**src/rtl/spi_flash_pkg.sv**
```systemverilog
// spi_flash_pkg: opcodes, FSM state encoding and status-register layout
// shared by the spi_flash_target responder.
package spi_flash_pkg;

    localparam logic [7:0] CMD_READ = 8'h03;
    localparam logic [7:0] CMD_PP   = 8'h02;
    localparam logic [7:0] CMD_RDSR = 8'h05;
    localparam logic [7:0] CMD_WREN = 8'h06;
    localparam logic [7:0] CMD_RDID = 8'h9F;

    localparam int unsigned STAT_WIP_BIT = 0;
    localparam int unsigned STAT_WEL_BIT = 1;

    typedef enum logic [2:0] {
        ST_IDLE,
        ST_CMD,
        ST_ADDR,
        ST_RD_DATA,
        ST_WR_DATA,
        ST_STATUS,
        ST_ID,
        ST_IGNORE
    } state_e;

    // Status register image; WIP is never set because writes complete instantly.
    function automatic logic [7:0] status_byte(input logic wel);
        logic [7:0] s;
        s               = '0;
        s[STAT_WEL_BIT] = wel;
        return s;
    endfunction

endpackage

```
**src/rtl/spi_flash_target_sync.sv**
```systemverilog
// spi_sync_edge: 2-flop synchronizer for one asynchronous pin plus a third
// flop for rise/fall strobes. All flops reset low so no false edge is seen
// after reset; a falling edge therefore always requires a real high first.
module spi_sync_edge (
    input  logic clk,
    input  logic rst,
    input  logic din,
    output logic level,
    output logic rise,
    output logic fall
);

    logic meta_q, meta_d;
    logic sync_q, sync_d;
    logic prev_q, prev_d;

    // Next values of the synchronizer chain
    always_comb begin
        meta_d = din;
        sync_d = meta_q;
        prev_d = sync_q;
    end

    // Synchronizer and edge-detect registers
    always_ff @(posedge clk) begin
        if (rst) begin
            meta_q <= 1'b0;
            sync_q <= 1'b0;
            prev_q <= 1'b0;
        end else begin
            meta_q <= meta_d;
            sync_q <= sync_d;
            prev_q <= prev_d;
        end
    end

    assign level = sync_q;
    assign rise  = sync_q & ~prev_q;
    assign fall  = ~sync_q & prev_q;

endmodule

```
**src/rtl/spi_flash_target.sv**
```systemverilog
// spi_flash_target: SPI mode-0 responder emulating a small serial NOR flash
// (READ, RDSR, RDID, plus WREN/PP when SPI_TARGET_PROGRAM_EN is defined;
// without that macro the memory is a ROM holding mem[i] = i).
module spi_flash_target #(
    parameter int unsigned ADDR_W   = 8,
    parameter logic [23:0] JEDEC_ID = 24'hEF4016
) (
    input  logic       clk,
    input  logic       rst,
    input  logic       cs,
    input  logic       sck,
    input  logic       mosi,
    output logic       miso,
    output logic       cmd_valid,
    output logic [7:0] cmd_code
);
    import spi_flash_pkg::*;

    logic cs_lvl, cs_rise_unused, cs_fall;
    logic sck_lvl_unused, sck_rise, sck_fall;
    logic mosi_lvl, mosi_rise_unused, mosi_fall_unused;

    state_e            state_q, state_d;
    logic [2:0]        bit_cnt_q, bit_cnt_d;
    logic [6:0]        rx_q, rx_d;
    logic [7:0]        tx_q, tx_d;
    logic [7:0]        rd_data_q, rd_data_d;
    logic [7:0]        cmd_code_q, cmd_code_d;
    logic              cmd_valid_q, cmd_valid_d;
    logic              miso_q, miso_d;
    logic [ADDR_W-1:0] addr_q, addr_d;
    logic [1:0]        addr_cnt_q, addr_cnt_d;
    logic [1:0]        id_cnt_q, id_cnt_d;
    logic [7:0]        rx_byte;
    logic [7:0]        resp;
    logic              byte_done;
    logic              wel;

`ifdef SPI_TARGET_PROGRAM_EN
    localparam int unsigned DEPTH = 1 << ADDR_W;
    // Page-program increments wrap inside a 256-byte page.
    localparam logic [ADDR_W-1:0] PAGE_MASK =
        (ADDR_W > 8) ? ADDR_W'(8'hFF) : {ADDR_W{1'b1}};

    typedef logic [7:0] mem_t [DEPTH];

    function automatic mem_t mem_init();
        mem_t m;
        for (int unsigned i = 0; i < DEPTH; i++) m[i] = i[7:0];
        return m;
    endfunction

    mem_t mem = mem_init();
    logic wel_q, wel_d;
    logic wrote_q, wrote_d;
    logic mem_we;
    assign wel = wel_q;
`else
    assign wel = 1'b0;
`endif

    spi_sync_edge u_sync_cs (
        .clk(clk), .rst(rst), .din(cs),
        .level(cs_lvl), .rise(cs_rise_unused), .fall(cs_fall)
    );
    spi_sync_edge u_sync_sck (
        .clk(clk), .rst(rst), .din(sck),
        .level(sck_lvl_unused), .rise(sck_rise), .fall(sck_fall)
    );
    spi_sync_edge u_sync_mosi (
        .clk(clk), .rst(rst), .din(mosi),
        .level(mosi_lvl), .rise(mosi_rise_unused), .fall(mosi_fall_unused)
    );

    assign rx_byte   = {rx_q, mosi_lvl};
    assign byte_done = sck_rise & ~cs_lvl & (bit_cnt_q == 3'd7);

    // FSM state register
    always_ff @(posedge clk) begin
        if (rst) state_q <= ST_IDLE;
        else     state_q <= state_d;
    end

    // FSM next state: frame start, command decode, end of address phase
    always_comb begin
        state_d = state_q;
        if (cs_lvl) begin
            state_d = ST_IDLE;
        end else begin
            case (state_q)
                ST_IDLE: if (cs_fall) state_d = ST_CMD;
                ST_CMD: begin
                    if (byte_done) begin
                        case (rx_byte)
                            CMD_READ: state_d = ST_ADDR;
`ifdef SPI_TARGET_PROGRAM_EN
                            CMD_PP:   state_d = ST_ADDR;
`endif
                            CMD_RDSR: state_d = ST_STATUS;
                            CMD_RDID: state_d = ST_ID;
                            default:  state_d = ST_IGNORE;
                        endcase
                    end
                end
                ST_ADDR: begin
                    if (byte_done && addr_cnt_q == 2'd2) begin
`ifdef SPI_TARGET_PROGRAM_EN
                        state_d = (cmd_code_q == CMD_PP) ? ST_WR_DATA : ST_RD_DATA;
`else
                        state_d = ST_RD_DATA;
`endif
                    end
                end
                default: ;
            endcase
        end
    end

    // FSM output: the byte to present at the next byte boundary
    always_comb begin
        resp = '0;
        case (state_q)
            ST_RD_DATA: resp = rd_data_q;
            ST_STATUS:  resp = status_byte(wel);
            ST_ID: begin
                case (id_cnt_q)
                    2'd0:    resp = JEDEC_ID[23:16];
                    2'd1:    resp = JEDEC_ID[15:8];
                    2'd2:    resp = JEDEC_ID[7:0];
                    default: resp = '0;
                endcase
            end
            default: resp = '0;
        endcase
    end

    // Datapath: bit/byte assembly, MISO shifting, address and WEL tracking.
    // A response byte is loaded on the first falling edge of a byte so the
    // registered memory read has several clocks to settle after addr changes.
    always_comb begin
        bit_cnt_d   = bit_cnt_q;
        rx_d        = rx_q;
        tx_d        = tx_q;
        miso_d      = miso_q;
        addr_d      = addr_q;
        addr_cnt_d  = addr_cnt_q;
        id_cnt_d    = id_cnt_q;
        cmd_valid_d = 1'b0;
        cmd_code_d  = cmd_code_q;
`ifdef SPI_TARGET_PROGRAM_EN
        rd_data_d   = mem[addr_q];
        wel_d       = wel_q;
        wrote_d     = wrote_q;
        mem_we      = 1'b0;
`else
        rd_data_d   = 8'(addr_q);
`endif
        if (cs_lvl) begin
            bit_cnt_d  = '0;
            tx_d       = '0;
            miso_d     = 1'b0;
            addr_cnt_d = '0;
            id_cnt_d   = '0;
`ifdef SPI_TARGET_PROGRAM_EN
            if (wrote_q) wel_d = 1'b0;
            wrote_d = 1'b0;
`endif
        end else begin
            if (sck_rise) begin
                rx_d      = rx_byte[6:0];
                bit_cnt_d = bit_cnt_q + 3'd1;
            end
            if (sck_fall) begin
                if (bit_cnt_q == 3'd0) begin
                    miso_d = resp[7];
                    tx_d   = {resp[6:0], 1'b0};
                    if (state_q == ST_RD_DATA) addr_d = addr_q + ADDR_W'(1);
                    if (state_q == ST_ID && id_cnt_q != 2'd3) id_cnt_d = id_cnt_q + 2'd1;
                end else begin
                    miso_d = tx_q[7];
                    tx_d   = {tx_q[6:0], 1'b0};
                end
            end
            if (byte_done) begin
                case (state_q)
                    ST_CMD: begin
                        cmd_valid_d = 1'b1;
                        cmd_code_d  = rx_byte;
`ifdef SPI_TARGET_PROGRAM_EN
                        if (rx_byte == CMD_WREN) wel_d = 1'b1;
`endif
                    end
                    ST_ADDR: begin
                        addr_d     = ADDR_W'({addr_q, rx_byte});
                        addr_cnt_d = addr_cnt_q + 2'd1;
                    end
`ifdef SPI_TARGET_PROGRAM_EN
                    ST_WR_DATA: begin
                        if (wel_q) begin
                            mem_we  = 1'b1;
                            wrote_d = 1'b1;
                        end
                        addr_d = (addr_q & ~PAGE_MASK) | ((addr_q + ADDR_W'(1)) & PAGE_MASK);
                    end
`endif
                    default: ;
                endcase
            end
        end
    end

    // Datapath registers
    always_ff @(posedge clk) begin
        if (rst) begin
            bit_cnt_q   <= '0;
            rx_q        <= '0;
            tx_q        <= '0;
            miso_q      <= 1'b0;
            addr_q      <= '0;
            addr_cnt_q  <= '0;
            id_cnt_q    <= '0;
            cmd_valid_q <= 1'b0;
            cmd_code_q  <= '0;
            rd_data_q   <= '0;
`ifdef SPI_TARGET_PROGRAM_EN
            wel_q       <= 1'b0;
            wrote_q     <= 1'b0;
`endif
        end else begin
            bit_cnt_q   <= bit_cnt_d;
            rx_q        <= rx_d;
            tx_q        <= tx_d;
            miso_q      <= miso_d;
            addr_q      <= addr_d;
            addr_cnt_q  <= addr_cnt_d;
            id_cnt_q    <= id_cnt_d;
            cmd_valid_q <= cmd_valid_d;
            cmd_code_q  <= cmd_code_d;
            rd_data_q   <= rd_data_d;
`ifdef SPI_TARGET_PROGRAM_EN
            wel_q       <= wel_d;
            wrote_q     <= wrote_d;
`endif
        end
    end

`ifdef SPI_TARGET_PROGRAM_EN
    // Memory write port; contents survive reset
    always_ff @(posedge clk) begin
        if (mem_we) mem[addr_q] <= rx_byte;
    end
`endif

    assign miso      = miso_q;
    assign cmd_valid = cmd_valid_q;
    assign cmd_code  = cmd_code_q;

endmodule

```
**config.mk**
```make
export PLATFORM = sky130hd
export DESIGN_NAME = spi_flash_target
export DESIGN_NICKNAME = d
export VERILOG_FILES = /design/src/rtl/spi_flash_pkg.sv /design/src/rtl/spi_flash_target_sync.sv /design/src/rtl/spi_flash_target.sv
export SDC_FILE = /design/constraint.sdc
export NUM_CORES = 1
export LEC_CHECK = 0
export ABC_CLOCK_PERIOD_IN_PS = 2000
export BUFFER_PORTS_ARGS = -buffer_cell sky130_fd_sc_hd__buf_2
export CAP_MARGIN = 25
export CORE_MARGIN = 2
export CORE_UTILIZATION = 30
export CTS_BUF_LIST = sky130_fd_sc_hd__clkbuf_2 sky130_fd_sc_hd__clkbuf_4 sky130_fd_sc_hd__clkbuf_8
export CTS_CLUSTER_SIZE = 8
export DETAILED_ROUTE_END_ITERATION = 16
export GPL_ROUTABILITY_DRIVEN = 0
export HOLD_SLACK_MARGIN = 0.05
export PLACE_DENSITY = 0.44
export SLEW_MARGIN = 20
export SYNTH_ARGS = -nofsm -noshare
export SYNTH_HDL_FRONTEND = slang
export SYNTH_SLANG_ARGS = --single-unit
export TNS_END_PERCENT = 30
```
**constraint.sdc**
```tcl
create_clock -name clk -period 2 [get_ports clk]
set_input_delay 0.1 -clock clk [delete_from_list [all_inputs] [get_ports clk]]
set_output_delay 0.1 -clock clk [all_outputs]
set_load 0.005 [all_outputs]
```
==> results.ini <==
[worst_setup_path]
arrival_ps = 2120
rr_worst_depth = 6
cp_max_fo = 11
slowest_stage = or4_1
cp_slowest_stage_delay_ps = 440
startpoint = bit_cnt_q[0]
cp_cell_sequence = inv_1, ha_1, and3b_1, nand4_1, or4_1, a31oi_1
end_kind = flip-flop
required_ps = 2260
ff2ff_setup_slack_ps = 140
crit_type = reg2reg
start_kind = flip-flop
reg2reg_to = addr_q[6]
timing.rr.start = bit_cnt_q[0]

[cts]
cts-buffers-inserted = 9
cts_buffer_depth = 2
cts_root_buffer = clkbuf_8
clock_sinks = 58
clk_latency_ps = 330
cts_htree_levels = 3
clkTransAtPathRegs_ps = 70
cts_tree = built

[detailed_routing]
top_layer_used = met4
wirelength_microns = 5870
vias = 1976
drt_pass1_iterations = 4
first_iter_violations = 70
ant_nets = 0
drc = 0
drt-met1-wl_microns = 2930
wl_met2_microns = 2660
dr_wl_met3_microns = 206
wl_per_cell_microns = 14.7
viasPerCell = 4.94

[die]
io_pins = 15
fp.dieH_microns = 95.3
dieArea_sq_um = 9070
die_x_microns = 95.3
row_count = 33
core_area_sq_um = 8130
initial_core_util_pct = 30.7

[sta]
fmax_mhz = 539
rsz0062_at_grt = false
clock_skew_ps = 5.26
hold_viol = 0
finalMaxSlewViolations = 0
setup_viol = 0
setup_tns_ps = 0
setup_slack_ps = 144
tightestPinTransition_ps = 472
slew-limit-headroom_pct = 68.5
layout_min_cycle_time_ps = 1860
period_share_pct = 92.8

[power]
leakage_nw = 1.13
switching_share_pct = 20.7
ir_worst_vdd_v = 0.000362
p_int_mw = 2.03
power_frac_comb_pct = 3.1
total_power_mw = 2.56
clkPwrFrac_pct = 51.0
net-switching-power_uw = 530
sequentialPowerShare_pct = 45.9
powerDensity_nw_per_um2 = 867

[worst_hold_path]
min_to = rx_q[0]
min_path_type = in2reg
hold_depth = 2
hp-start = rst

[yosys]
synth_compound_area_share_pct = 14.6
synth_top_family_by_area = simple AND/OR/NAND/NOR gates
synth_xor_area_share_pct = 1.05
synthesis.instances = 268
synth_nets = 284
yosys.area.top_type = dfxtp_1
synth_edf_count = 0
synth_top_cell_area_share_pct = 46.5
synthDistinctLibCells = 42
ys_ff_latch = 58
synth_mux_area_share_pct = 4.01
synthAdderAreaFrac_pct = 5.51
synth_flop_cell = dfxtp_1
mappedNetlistArea_sq_um = 2500
yosysSeqAreaShare_pct = 46.5
syn_area_per_cell_sq_um = 9.32
async_flop_share_pct = 0
synth.area.top_cells = dfxtp_1 (46%), ha_1 (5.5%), a21oi_1 (4.4%)
synth_warnings = 0
synthSimpleGateAreaFrac_pct = 24.2

[run_status]
status = complete, no violations

[place]
io_buffers = 14
dp_slack_ps = 106
dpl-instance-area_sq_um = 2680
placed_cells = 381
dp_hpwl_microns = 3940

[grt]
grt_pass1_wl_microns = 9880
grt_pass1_vias = 1897
antenna_found_initial = 0
grt_max_degree = 26
track_usage_pct = 14.4
gr-total-overflow = 0

[layout]
layout.nets = 306
drive_above_1_share_pct = 14.9
layout.cells.non_filler = 400
antenna_cells = 0
area_growth_syn_to_layout_pct = 18.4
design_area_sq_um = 2960

[flow_run]
cap_violations = 0

==> power by group through the flow <==
stage          logic (mW)  clock network, mW  registers [mW]
6_report           0.0798               1.31            1.18
5_1_grt            0.0882               1.40            1.18
3_5_place_dp       0.0755                  0            1.20
3_3_place_gp       0.0757                  0            1.20
4_1_cts            0.0802               1.34            1.18
2_1_floorplan      0.0506                  0            1.20
==> worst max-delay path by stage <==
stage / slack [ps] / to / cells after the start
global placement: 130 / addr_cnt_q[1] / 7
detailed placement: 110 / addr_cnt_q[1] / 7
CTS: 70 / addr_cnt_q[1] / 7
floorplan: 210 / addr_q[3] / 7
global route: 50 / tx_q[1] / 6
finish: 140 / addr_q[6] / 6
==> Yosys cell counts, types with 5 or more instances <==
library cell	n
dfxtp_1	58
a21oi_1	22
nand2_1	22
nor2_1	20
nor2b_1	15
ha_1	11
a22oi_1	10
mux2i_1	10
nand3_1	8
o21ai_0	8
a31oi_1	7
clkbuf_1	7
inv_1	7
nand4_1	6
or4_1	5
==> through the flow <==
stage / hold WS [ps] / utilization (%)
3_3_place_gp: 312 / 33.0
3_5_place_dp: 316 / 33.0
4_1_cts: 186 / 36.3
2_1_floorplan: 228 / -
6_report: 205 / 36.4
5_1_grt: 217 / 36.4
==> layout make-up <==
cell class / count / area, sq um
tap: 105 / 131
clock buffer: 10 / 131
sequential: 58 / 1160
clock inverter: 6 / 105
timing repair buffer: 25 / 160
inverter: 7 / 26.3
multi-input combinational: 189 / 1240
fill: 838 / 5180
==> cells by family (layout without fill, tap and decap cells) <==
group / count (synthesis) / count (layout)
and+or+nand+nor: 106 / 106
AOI/OAI and AO/OA: 59 / 59
DFF: 58 / 58
buffers and inverters: 21 / 48
adders and majority gates: 11 / 11
muxes: 10 / 10
xor gates and xnor gates: 3 / 3
==> timing repair <==
item                                    CTS  global route
endpoints found under the setup margin    0             7
buffers inserted                          0             0
gates resized for setup                   0             3
endpoints found under the hold margin     3             0
hold buffers                              3             0
==> metal layers <==
metal / vias up / GRT usage [%]
met5: - / 0
li1: 1006 / -
met4: 0 / 5.56
met3: 7 / 4.03
met1: 927 / 19.6
met2: 36 / 21.6
==> sequential cells by signal (all words and copies together) (netlist names), 2 cells and up <==
signal      cells
rx_q            7
state_q         3
rd_data_q       8
bit_cnt_q       3
addr_q          8
tx_q            7
cmd_code        8
addr_cnt_q      2
id_cnt_q        2
==> layout by cell type, fill, tap and decap left out, drive strengths merged, types with 8 or more instances in the layout <==
| master | instances |
|---|---|
| buf | 22 |
| mux2i | 10 |
| nor2 | 20 |
| o21ai | 9 |
| nand2 | 22 |
| dfxtp | 58 |
| nand3 | 8 |
| clkbuf | 10 |
| nor2b | 15 |
| a22oi | 10 |
| ha | 11 |
| a21oi | 22 |
==> critical path, delay by kind of cell (launching register included) <==
kind	cells	cell delay [ps]
and+or+nand+nor	3	1070
DFF	1	310
adders and majority gates	1	160
AOI/OAI and AO/OA	1	160
buffers and inverters	1	80
Power figures use the tool's default switching activity.
